[src/rtl/pixel_ray_scheduler_pkg.sv]
// Shared types and constants for the pixel ray scheduler: FSM states,
// default screen size, coordinate/direction widths and the packed
// records carried by the tag and result FIFOs.
package pixel_sched_pkg;

    localparam int DEF_WIDTH  = 512;
    localparam int DEF_HEIGHT = 384;

    localparam int PIX_X_W = 11;
    localparam int PIX_Y_W = 10;
    localparam int DIR_W   = 32;

    typedef enum logic [1:0] {
        ST_IDLE  = 2'd0,
        ST_ISSUE = 2'd1,
        ST_DRAIN = 2'd2
    } sched_state_e;

    // Pixel coordinate travelling alongside its in-flight ray.
    typedef struct packed {
        logic [PIX_X_W-1:0] x;
        logic [PIX_Y_W-1:0] y;
    } ray_tag_t;

    // Direction vector returned by the direction pipeline.
    typedef struct packed {
        logic [DIR_W-1:0] dx;
        logic [DIR_W-1:0] dy;
        logic [DIR_W-1:0] dz;
    } ray_dir_t;

    function automatic ray_tag_t make_tag(input logic [PIX_X_W-1:0] x,
                                          input logic [PIX_Y_W-1:0] y);
        ray_tag_t t;
        t.x = x;
        t.y = y;
        return t;
    endfunction

endpackage

[src/rtl/pixel_ray_scheduler_sync_fifo.sv]
// Synchronous first-word-fall-through FIFO. Storage is a plain array so it
// can map onto RAM; the head word is held in an output register that is
// loaded with the next-cycle head (or the incoming word when the FIFO is
// about to go from empty to one entry).
module sync_fifo #(
    parameter int DW    = 8,
    parameter int DEPTH = 8
) (
    input  logic                   clk_in,
    input  logic                   rst_in,
    input  logic                   push_in,
    input  logic [DW-1:0]          din_in,
    input  logic                   pop_in,
    output logic [DW-1:0]          dout_out,
    output logic                   full_out,
    output logic                   empty_out,
    output logic [$clog2(DEPTH):0] count_out
);
    localparam int AW = $clog2(DEPTH);
    localparam int CW = AW + 1;

    logic [DW-1:0] mem [DEPTH];
    logic [AW-1:0] wr_ptr_q, rd_ptr_q, rd_ptr_d;
    logic [CW-1:0] count_q, count_d, count_after_pop;
    logic [DW-1:0] dout_q, dout_d;
    logic          full_q, empty_q;
    logic          do_push, do_pop;

    assign do_push = push_in && !full_q;
    assign do_pop  = pop_in && !empty_q;

    // Next pointers, occupancy and the word that will sit at the head.
    always_comb begin
        rd_ptr_d        = rd_ptr_q + AW'(do_pop);
        count_after_pop = count_q - CW'(do_pop);
        count_d         = count_after_pop + CW'(do_push);
        dout_d          = dout_q;
        if (do_push && count_after_pop == '0) begin
            dout_d = din_in;
        end else if (count_after_pop != '0) begin
            dout_d = mem[rd_ptr_d];
        end
    end

    // Storage array write port, no reset so it can live in RAM.
    always_ff @(posedge clk_in) begin
        if (do_push) begin
            mem[wr_ptr_q] <= din_in;
        end
    end

    // Pointers, flags and registered head word.
    always_ff @(posedge clk_in) begin
        if (rst_in) begin
            wr_ptr_q <= '0;
            rd_ptr_q <= '0;
            count_q  <= '0;
            full_q   <= 1'b0;
            empty_q  <= 1'b1;
            dout_q   <= '0;
        end else begin
            wr_ptr_q <= wr_ptr_q + AW'(do_push);
            rd_ptr_q <= rd_ptr_d;
            count_q  <= count_d;
            full_q   <= (count_d == CW'(DEPTH));
            empty_q  <= (count_d == '0);
            dout_q   <= dout_d;
        end
    end

    assign dout_out  = dout_q;
    assign full_out  = full_q;
    assign empty_out = empty_q;
    assign count_out = count_q;
endmodule

[src/rtl/pixel_ray_scheduler.sv]
// Raster-order pixel issuer for a fixed-latency direction pipeline.
// Credits bound the rays in flight; each issued coordinate waits in a tag
// FIFO until its direction returns into the result FIFO, and both heads
// are presented together on a valid/ready ray stream.
module pixel_ray_scheduler
    import pixel_sched_pkg::*;
#(
    parameter int WIDTH   = DEF_WIDTH,
    parameter int HEIGHT  = DEF_HEIGHT,
    parameter int CREDITS = 8
) (
    input  logic        clk_in,
    input  logic        rst_in,
    input  logic        start_in,
    output logic        busy_out,
    output logic        frame_done_out,
    output logic [10:0] pix_x_out,
    output logic [9:0]  pix_y_out,
    output logic        pix_valid_out,
    input  logic [31:0] dir_x_in,
    input  logic [31:0] dir_y_in,
    input  logic [31:0] dir_z_in,
    input  logic        dir_valid_in,
    output logic [10:0] ray_x_out,
    output logic [9:0]  ray_y_out,
    output logic [31:0] ray_dir_x_out,
    output logic [31:0] ray_dir_y_out,
    output logic [31:0] ray_dir_z_out,
    output logic        ray_valid_out,
    input  logic        ray_ready_in,
    output logic        ovf_err_out
);
    localparam int OW = $clog2(CREDITS) + 1;
    localparam logic [PIX_X_W-1:0] X_LAST = PIX_X_W'(WIDTH - 1);
    localparam logic [PIX_Y_W-1:0] Y_LAST = PIX_Y_W'(HEIGHT - 1);
    localparam logic [OW-1:0]      CRED   = OW'(CREDITS);

    sched_state_e       state_q;
    logic               busy_q, frame_done_q, pix_valid_q, ovf_q;
    logic [PIX_X_W-1:0] pix_x_q;
    logic [PIX_Y_W-1:0] pix_y_q;
    logic [OW-1:0]      out_q, out_d;

    logic               issue, pop, last_pix, stray, res_push;
    ray_tag_t           tag_head;
    ray_dir_t           dir_head, dir_in;
    logic               tag_full, tag_empty, res_full, res_empty;
    logic [OW-1:0]      tag_count, res_count;
    logic               unused_tag_flags;

    // An issue happens in every cycle the registered strobe is high.
    assign issue    = pix_valid_q;
    assign pop      = ray_valid_out && ray_ready_in;
    assign last_pix = (pix_x_q == X_LAST) && (pix_y_q == Y_LAST);

    // A result is stray if there is nowhere to put it or no tag waiting for it.
    assign stray    = dir_valid_in && (res_full || (tag_count <= res_count));
    assign res_push = dir_valid_in && !stray;
    assign dir_in   = '{dx: dir_x_in, dy: dir_y_in, dz: dir_z_in};

    // Outstanding rays: issue adds one, handshake removes one.
    always_comb begin
        out_d = out_q;
        case ({issue, pop})
            2'b10:   out_d = out_q + OW'(1);
            2'b01:   out_d = out_q - OW'(1);
            default: out_d = out_q;
        endcase
    end

    // Outstanding counter register.
    always_ff @(posedge clk_in) begin
        if (rst_in) begin
            out_q <= '0;
        end else begin
            out_q <= out_d;
        end
    end

    // Frame FSM with registered strobes and raster coordinate counters.
    always_ff @(posedge clk_in) begin
        if (rst_in) begin
            state_q      <= ST_IDLE;
            busy_q       <= 1'b0;
            frame_done_q <= 1'b0;
            pix_valid_q  <= 1'b0;
            pix_x_q      <= '0;
            pix_y_q      <= '0;
        end else begin
            frame_done_q <= 1'b0;
            case (state_q)
                ST_IDLE: begin
                    if (start_in) begin
                        state_q     <= ST_ISSUE;
                        busy_q      <= 1'b1;
                        pix_valid_q <= (out_d < CRED);
                        pix_x_q     <= '0;
                        pix_y_q     <= '0;
                    end
                end
                ST_ISSUE: begin
                    pix_valid_q <= (out_d < CRED);
                    if (issue) begin
                        if (last_pix) begin
                            state_q     <= ST_DRAIN;
                            pix_valid_q <= 1'b0;
                            pix_x_q     <= '0;
                            pix_y_q     <= '0;
                        end else if (pix_x_q == X_LAST) begin
                            pix_x_q <= '0;
                            pix_y_q <= pix_y_q + PIX_Y_W'(1);
                        end else begin
                            pix_x_q <= pix_x_q + PIX_X_W'(1);
                        end
                    end
                end
                ST_DRAIN: begin
                    pix_valid_q <= 1'b0;
                    if (out_d == '0) begin
                        state_q      <= ST_IDLE;
                        busy_q       <= 1'b0;
                        frame_done_q <= 1'b1;
                    end
                end
                default: begin
                    state_q     <= ST_IDLE;
                    busy_q      <= 1'b0;
                    pix_valid_q <= 1'b0;
                end
            endcase
        end
    end

    // Sticky protocol-error flag for discarded results.
    always_ff @(posedge clk_in) begin
        if (rst_in) begin
            ovf_q <= 1'b0;
        end else if (stray) begin
            ovf_q <= 1'b1;
        end
    end

    sync_fifo #(.DW($bits(ray_tag_t)), .DEPTH(CREDITS)) u_tag_fifo (
        .clk_in    (clk_in),
        .rst_in    (rst_in),
        .push_in   (issue),
        .din_in    (make_tag(pix_x_q, pix_y_q)),
        .pop_in    (pop),
        .dout_out  (tag_head),
        .full_out  (tag_full),
        .empty_out (tag_empty),
        .count_out (tag_count)
    );

    sync_fifo #(.DW($bits(ray_dir_t)), .DEPTH(CREDITS)) u_res_fifo (
        .clk_in    (clk_in),
        .rst_in    (rst_in),
        .push_in   (res_push),
        .din_in    (dir_in),
        .pop_in    (pop),
        .dout_out  (dir_head),
        .full_out  (res_full),
        .empty_out (res_empty),
        .count_out (res_count)
    );

    // Tag occupancy is tracked through its count; the flags are not needed.
    assign unused_tag_flags = tag_full ^ tag_empty;

    assign busy_out       = busy_q;
    assign frame_done_out = frame_done_q;
    assign pix_valid_out  = pix_valid_q;
    assign pix_x_out      = pix_x_q;
    assign pix_y_out      = pix_y_q;
    assign ovf_err_out    = ovf_q;
    assign ray_valid_out  = !res_empty;
    assign ray_x_out      = tag_head.x;
    assign ray_y_out      = tag_head.y;
    assign ray_dir_x_out  = dir_head.dx;
    assign ray_dir_y_out  = dir_head.dy;
    assign ray_dir_z_out  = dir_head.dz;
endmodule

[config.mk]
export PLATFORM = sky130hd
export DESIGN_NAME = pixel_ray_scheduler
export DESIGN_NICKNAME = d
export VERILOG_FILES = /design/src/rtl/pixel_ray_scheduler_pkg.sv /design/src/rtl/pixel_ray_scheduler_sync_fifo.sv /design/src/rtl/pixel_ray_scheduler.sv
export SDC_FILE = /design/constraint.sdc
export NUM_CORES = 1
export LEC_CHECK = 0
export BUFFER_PORTS_ARGS = -buffer_cell sky130_fd_sc_hd__clkbuf_2
export CAP_MARGIN = 10
export CORE_MARGIN = 2
export CORE_UTILIZATION = 57
export CTS_BUF_LIST = sky130_fd_sc_hd__clkbuf_4 sky130_fd_sc_hd__clkbuf_8
export DETAILED_ROUTE_END_ITERATION = 7
export GPL_ROUTABILITY_DRIVEN = 0
export PLACE_DENSITY = 0.78
export SLEW_MARGIN = 20
export SYNTH_ARGS = -nofsm -noshare
export SYNTH_HDL_FRONTEND = slang
export SYNTH_HIERARCHICAL = 1
export SYNTH_SLANG_ARGS = --single-unit
[constraint.sdc]
create_clock -name clk_in -period 11.2 [get_ports clk_in]
set_input_delay 0.56 -clock clk_in [delete_from_list [all_inputs] [get_ports clk_in]]
set_output_delay 0.56 -clock clk_in [all_outputs]
set_load 0.02 [all_outputs]
==> metrics.cfg, run 1 <==
[run_status]
status=complete, no violations

[timing]
period_share_pct=41.6
clock.fmax_ghz=0.215
worst_slack_ns=6.55
skew_ns=0.0408
holdWs_ns=0.0639
maxSlewViolCount=0
finalHoldViolations=0
setup_violations=0
fin_crit_ns=4.65
rsz0062_at_grt=no
finalSetupTns_ns=0
tightest_slew_ns=1.18
relSlewSlack_pct=21.1

[global_route]
antenna_found_initial=10
grt_pass1_wl_um=168000
grt_pass1_vias=28800
grt_max_degree=194
grt_use_met1_pct=35.7
grt_use_total_pct=27.1
overflow=0
top_usage_layer=met2
use_met3_pct=4.98
grt.met2_usage_pct=44.8

[power_and_ir_drop]
power_switching_mw=3.56
power.density_nw_per_um2=220
p_clk_share_pct=31.8
vdd_drop_max_uv=183
combPwrFrac_pct=22.8
p_int_mw=7.79
power_frac_seq_pct=45.4
p_sw_share_pct=31.4
p_leak_nw=16.6
finalPower_mw=11.3

[logic_synthesis]
syn_nets=3144
synth_seq_area_share_pct=70.0
synth-edff-count=936
netlist_instances=3018
synth_area_um2=45100
ys_warn_count=6
synth.distinct_cells=61
synthArstFlopShare_pct=0
avgSynthCellArea_um2=14.9
ys.flop_type=edfxtp_1
synth_seq_cells=1108

[drt]
wl_per_cell_um=24.8
vias_per_cell=6.27
wl_um=112000
ant_nets=0
num_vias=28300
first_pass_iters=5
drc=0
drt_iter0_drc=3119

[setup_path]
startpoint_type=flop
reg2reg_to=u_res_fifo/full_out$_SDFF_PP0_
crit_path_end_kind=flop
required_ns=11.92
cpPeakStageDelay_ns=0.78
startpoint=u_res_fifo/count_out[1]$_SDFF_PP0_
crit_top_cell=ha_1
path_class=reg -> reg
reg2reg_from=u_res_fifo/count_out[1]$_SDFF_PP0_
r2r_slack_ns=6.55
crit_fanout=60
path_cells=inv_1, ha_1, nor2b_1, o21a_1, o21a_1, o21ai_0, nor2_1, nand2b_4, clkinv_2, buf_4, ha_1, ha_1, xnor2_1, nor3_1, nor3b_1
cp_slowest_cell=clkinv_2
worstPathArrival_ns=5.38
r2r_cells=15

[finish]
nNetsFinal=3436
layout_commonest_cell=edfxtp_1
regArea_um2=31600
multi_input_area_um2=12500
drive_gt1_share_pct=19.5
fill_cells=5398
layout.cells.most_common_list=edfxtp_1, nand3_1, mux2i_1
area.growth.synth_to_final_pct=14.4

[clocking]
clock_sinks=1108
clock_latency_ns=0.82
cts_buffers=168
cts_repair_resize_count=0
clkTransAtPathRegs_ns=0.06
htree_levels=4
clockBufferDepth=3
clock-root-buffer=clkbuf_8
cts_tree=yes

[floorplanning]
die_area_um2=81400
die_h_um=285
num_io_pins=244
core_area_um2=78600
rows=103
die_width_um=285
start_util_pct=57.3

[placed_design]
hpwlAfterDp_um=56400
portBuffers=243
place_ws_ns=6.36

[min_path]
hp-start=dir_y_in[15]
min_to=u_res_fifo/mem[3][47]$_DFFE_PP_
whs_path_depth=1
hp-class=in -> reg

[flow_run]
maxCapViolations=0

## layer usage
metal	wire length, um	vias to the layer above
met4	3240	10
li1	-	12500
met2	55300	1502
met1	43500	14000
met5	63	-
met3	9530	255
## repair_timing
action / CTS / global route
hold buffers: 65 / 0
endpoints found under the setup margin: 0 / 0
setup buffers: 0 / 0
hold endpoints to repair: 445 / 0
## worst max-delay path, delay by kind of cell (launching register included)
kind                       cells  cell delay [ns]
AOI/OAI and AO/OA              3             0.55
buffers and inverters          3             1.52
adders and majority gates      3             0.85
DFF                            1             0.36
and+or+nand+nor                5             1.02
xor gates and xnor gates       1             0.13
## through the flow
| step | cells | instance area [um^2] | utilization, % |
|---|---|---|---|
| 5_1_grt | 4508 | 51600 | 65.6 |
| 3_5_place_dp | 4124 | 47100 | 59.9 |
| 2_1_floorplan | 3018 | 45100 | - |
| 4_1_cts | 4503 | 51500 | 65.5 |
| 6_report | 4509 | 51600 | 65.6 |
| 3_3_place_gp | 4124 | 47100 | 59.9 |
## how the worst max path moves through the flow
| stage | slack (ns) | endpoint | cells after the start |
|---|---|---|---|
| after floorplan | 2.05 | u_res_fifo/mem[1][0]$_DFFE_PP_ | 13 |
| after global placement | 6.50 | u_res_fifo/dout_out[74]$_SDFFE_PP0P_ | 11 |
| after detailed placement | 6.36 | u_res_fifo/dout_out[70]$_SDFFE_PP0P_ | 11 |
| after CTS | 6.58 | u_res_fifo/full_out$_SDFF_PP0_ | 15 |
| after global routing | 6.33 | u_res_fifo/full_out$_SDFF_PP0_ | 14 |
| final | 6.55 | u_res_fifo/full_out$_SDFF_PP0_ | 15 |
## synth_stat cells (2+ instances only)
cell type | number | area share, %
nor4_1 | 3 | 0.042
and2_1 | 119 | 1.7
a31oi_1 | 3 | 0.042
o21a_1 | 2 | 0.033
nor2b_1 | 22 | 0.31
or3_1 | 3 | 0.042
and3_1 | 3 | 0.042
xor2_1 | 12 | 0.23
buf_1 | 15 | 0.12
a211oi_2 | 40 | 1.1
dfxtp_1 | 172 | 7.6
a21o_1 | 3 | 0.050
inv_1 | 20 | 0.17
or2_1 | 2 | 0.028
nor3_1 | 13 | 0.14
a2111oi_0 | 117 | 2.3
nor3b_1 | 5 | 0.083
clkinv_1 | 2 | 0.017
buf_6 | 9 | 0.22
buf_4 | 4 | 0.067
o41ai_1 | 2 | 0.039
nand2b_1 | 7 | 0.097
or4_1 | 3 | 0.050
or3b_1 | 2 | 0.039
edfxtp_1 | 936 | 62
mux2i_1 | 469 | 10
a211oi_1 | 78 | 1.3
nand2_1 | 19 | 0.16
ha_1 | 25 | 0.69
buf_12 | 4 | 0.18
nor3b_2 | 3 | 0.083
xnor2_1 | 12 | 0.23
nor2_1 | 38 | 0.32
nand3_1 | 478 | 5.3
buf_2 | 64 | 0.71
o21ai_0 | 9 | 0.10
xor2_2 | 2 | 0.072
clkbuf_1 | 142 | 1.2
nand4_1 | 118 | 1.6
xnor2_2 | 2 | 0.072
a21oi_1 | 16 | 0.18
## power by group through the flow
stage,logic (mW),clock network (mW),registers [mW]
finish,2.59,3.61,5.15
global route,2.75,3.84,5.18
CTS,2.53,3.65,5.15
detailed placement,2.48,0,5.23
global placement,2.41,0,5.21
floorplan,1.42,0,5.42
## cells by family (layout without fill, tap and decap cells)
family	count (synthesis)	in the layout	synth area share, %
xor gates and xnor gates	28	28	0.611
AOI/OAI and AO/OA	279	279	5.32
buffers and inverters	261	697	2.70
muxes	469	469	10.4
DFF	1108	1108	70.0
other	0	5	0
adders and majority gates	25	25	0.694
and+or+nand+nor	848	848	10.3
## flip-flops by register name, summed over array words and instances (netlist names), 4 cells and up
register              cells
u_res_fifo/dout_out      96
pix_y_out                10
u_tag_fifo/count_out      4
out_q                     4
u_res_fifo/mem          768
u_tag_fifo/dout_out      21
pix_x_out                11
u_res_fifo/count_out      4
u_tag_fifo/mem          168
## area by class of cell
type | instances | area share, %
multi-input cells | 1649 | 24.3
well taps | 1050 | 2.55
clock buffers | 262 | 6.12
clock inverters | 52 | 1.14
diodes | 5 | 0.0243
repair buffers | 361 | 4.49
flip-flops and latches | 1108 | 61.2
inverters | 22 | 0.177
Power figures use the tool's default switching activity.
==> run 2: changes to the inputs <==
ABC_AREA = 1   (was default)
clock period = 4.1 ns   (was 11.2 ns; I/O delays follow)
==> metrics.cfg, run 2 <==
[run_status]
status=complete, no violations  ; unchanged

[floorplanning]
die_width_um=291  ; was 285 um
die_area_um2=84500  ; was 81400 um^2
rows=105  ; was 103
num_io_pins=244  ; unchanged
die_h_um=291  ; was 285 um
core_area_um2=81700  ; was 78600 um^2
start_util_pct=57.3  ; about the same

[drt]
first_pass_iters=6  ; was 5
vias_per_cell=5.58  ; was 6.27
ant_nets=0  ; unchanged
wl_um=116000  ; was 112000 um
wl_per_cell_um=19.1  ; was 24.8 um
num_vias=33800  ; was 28.3k
drt_iter0_drc=3513  ; was 3119
drc=0  ; unchanged

[setup_path]
cp_slowest_cell=buf_4  ; was clkinv_2
path_cells=inv_1, ha_1, nand2_1, o21ai_0, nand3b_1, nor2_1, inv_1, nor2_4, inv_6, or2_1, nor2_4, buf_4  ; was inv_1, ha_1, nor2b_1, o21a_1, o21a_1, o21ai_0, nor2_1, nand2b_4, clkinv_2, buf_4, ha_1, ha_1, xnor2_1, nor3_1, nor3b_1
reg2reg_from=u_res_fifo/count_out[2]$_SDFF_PP0_  ; was u_res_fifo/count_out[1]$_SDFF_PP0_
path_buf_inv=4  ; was 3
crit_fanout=53  ; was 60
reg2reg_to=u_res_fifo/mem[2][21]$_DFFE_PP_  ; was u_res_fifo/full_out$_SDFF_PP0_
cpPeakStageDelay_ns=0.54  ; was 0.78 ns
required_ns=4.55  ; was 11.92 ns
crit_family=simple AND/OR/NAND/NOR gates  ; was buffers and inverters
path_class=reg -> reg  ; unchanged
startpoint_type=flop  ; unchanged
r2r_cells=12  ; was 15
r2r_slack_ns=0.98  ; was 6.55 ns
crit_cells=12  ; was 15
crit_path_end_kind=flop  ; unchanged
worstPathArrival_ns=3.57  ; was 5.38 ns

[finish]
layout.cells.most_common_list=edfxtp_1, nand2_1, nand3_1  ; was edfxtp_1, nand3_1, mux2i_1
layout_commonest_cell=edfxtp_1  ; unchanged
nNetsFinal=4947  ; was 3436
largest_register=u_res_fifo/mem  ; unchanged
drive_gt1_share_pct=13.6  ; was 19.5%
finalInstanceArea_um2=53700  ; was 51600 um^2
largest_reg_flops=768  ; unchanged
area.growth.synth_to_final_pct=14.8  ; was 14.4%

[timing]
period_share_pct=76.1  ; was 41.6%
rsz0062_at_grt=no  ; unchanged
skew_ns=0.0588  ; was 0.0408 ns
tightest_slew_ns=1.11  ; was 1.18 ns
relSlewSlack_pct=26.1  ; was 21.1%
finalSetupTns_ns=0  ; unchanged
finalHoldViolations=0  ; unchanged
clock.fmax_ghz=0.321  ; was 0.215 GHz
setup_violations=0  ; unchanged
maxSlewViolCount=0  ; unchanged
fin_crit_ns=3.12  ; was 4.65 ns

[logic_synthesis]
ys.flop_type=edfxtp_1  ; unchanged
synth_top_cells_by_count=edfxtp_1, nand2_1, nand3_1  ; was edfxtp_1, nand3_1, mux2i_1
synth-edff-count=936  ; unchanged
synth_seq_cells=1108  ; unchanged
synth_area_um2=46800  ; was 45100 um^2
netlist_instances=4490  ; was 3018
yosysMostFrequentCell=edfxtp_1  ; unchanged
synthArstFlopShare_pct=0  ; unchanged
syn_nets=4616  ; was 3144
synth_seq_area_share_pct=67.4  ; was 70.0%
ys_warn_count=6  ; unchanged
synth_area_leaders=edfxtp_1, nand3_1, dfxtp_1  ; was edfxtp_1, mux2i_1, dfxtp_1
avgSynthCellArea_um2=10.4  ; was 14.9 um^2
yosys.area.top_type=edfxtp_1  ; unchanged
synth_top_area_share_pct=60.0  ; was 62.3%
synth.distinct_cells=48  ; was 61

[global_route]
grt_use_met1_pct=34.2  ; was 35.7%
top_usage_layer=met2  ; unchanged
grt_pass1_wl_um=179000  ; was 168000 um
use_met3_pct=5.38  ; was 4.98%
overflow=0  ; unchanged
grt_pass1_vias=33100  ; was 28.8k
antenna_found_initial=14  ; was 10
grt_max_degree=210  ; was 194
grt.met2_usage_pct=45.8  ; was 44.8%
grt_use_total_pct=27.1  ; about the same

[clocking]
clkTransAtPathRegs_ns=0.06  ; about the same
clockBufferDepth=3  ; unchanged
clock_latency_ns=0.87  ; was 0.82 ns
cts_tree=yes  ; unchanged
post_cts_buffers=0  ; unchanged
htree_levels=4  ; unchanged
cts_repair_resize_count=0  ; unchanged
clock-root-buffer=clkbuf_8  ; unchanged
clock_sinks=1108  ; unchanged
cts_buffers=175  ; was 168

[flow_run]
maxCapViolations=0  ; unchanged

[power_and_ir_drop]
p_leak_nw=22.3  ; was 16.6 nW
vdd_drop_max_uv=675  ; was 183 uV
power.density_nw_per_um2=574  ; was 220 nW/um^2

[min_path]
whs_path_depth=2  ; was 1
hp-class=in -> reg  ; unchanged
min_to=u_tag_fifo/wr_ptr_q[1]$_SDFF_PP0_  ; was u_res_fifo/mem[3][47]$_DFFE_PP_
hp-start=rst_in  ; was dir_y_in[15]

[placed_design]
portBuffers=243  ; unchanged
hpwlAfterDp_um=61000  ; was 56400 um
placedInstanceArea_um2=49000  ; was 47100 um^2

-- run 2: worst max-delay path by stage --
stage                                       startpoint                              endpoint  slack (ns)
global placement    u_res_fifo/count_out[2]$_SDFF_PP0_       u_res_fifo/mem[2][74]$_DFFE_PP_        1.03
floorplan           u_res_fifo/count_out[2]$_SDFF_PP0_        u_res_fifo/mem[0][0]$_DFFE_PP_       -0.75
CTS                 u_res_fifo/count_out[3]$_SDFF_PP0_  u_res_fifo/dout_out[82]$_SDFFE_PP0P_        0.97
global route        u_res_fifo/count_out[2]$_SDFF_PP0_       u_res_fifo/mem[2][81]$_DFFE_PP_        0.73
finish              u_res_fifo/count_out[2]$_SDFF_PP0_       u_res_fifo/mem[2][21]$_DFFE_PP_        0.98
detailed placement  u_res_fifo/count_out[3]$_SDFF_PP0_  u_res_fifo/dout_out[82]$_SDFFE_PP0P_        0.97
-- run 2: repair_timing --
action / CTS / global route
hold buffers: 98 / 0
setup endpoints to repair: 0 / 0
endpoints found under the hold margin: 873 / 0
-- run 2: power breakdown --
group | internal [mW] | switching [mW]
sequential | 13.4 | 0.492
combinational | 2.15 | 5.04
clock | 5.37 | 4.42
total | 20.9 | 9.95
-- run 2: routing by layer --
layer	vias up	routed length [um]	part of all wire, %
met3	289	11300	9.8
li1	15700	-	-
met4	14	3370	2.9
met5	-	80	0.069
met1	16000	44000	38
met2	1767	56900	49
-- run 2: final cells by class --
type / count / area (um^2)
sequential: 1108 / 31600
fill: 5939 / 28000
multi-input combinational: 2482 / 11700
clock buffer: 278 / 3290
timing repair buffer: 405 / 2930
inverter: 649 / 2460
tap: 1070 / 1340
clock inverter: 51 / 444
antenna: 7 / 17.5
-- run 2: worst reg2reg max path, cell delays in order, from the launching register on --
cell	delay, ns
dfxtp_1	0.39
inv_1	0.06
ha_1	0.30
nand2_1	0.05
o21ai_0	0.17
nand3b_1	0.12
nor2_1	0.10
inv_1	0.07
nor2_4	0.15
inv_6	0.17
or2_1	0.41
nor2_4	0.17
buf_4	0.54
-- run 2: through the flow --
| step | setup slack (ns) | power, mW | hold WS, ns | cells | utilization [%] |
|---|---|---|---|---|---|
| finish | 0.981 | 30.9 | 0.148 | 6050 | 65.8 |
| global route | 0.727 | 32.3 | 0.171 | 6048 | 65.8 |
| global placement | 1.03 | 20.8 | 0.476 | 5616 | 60.0 |
| detailed placement | 0.973 | 21.1 | 0.487 | 5616 | 60.0 |
| CTS | 0.968 | 30.9 | 0.0846 | 6043 | 65.7 |
| floorplan | -0.749 | 18.9 | 0.282 | 4490 | - |
-- run 2: kinds of logic after synthesis --
kind of cell | Yosys count | share of synthesized area, %
mux | 1 | 0.0214
compound gates | 455 | 4.96
simple gates | 1983 | 18.6
flops | 1108 | 67.4
fa+ha+maj | 25 | 0.668
xor+xnor | 18 | 0.353
buf+inv | 900 | 7.97
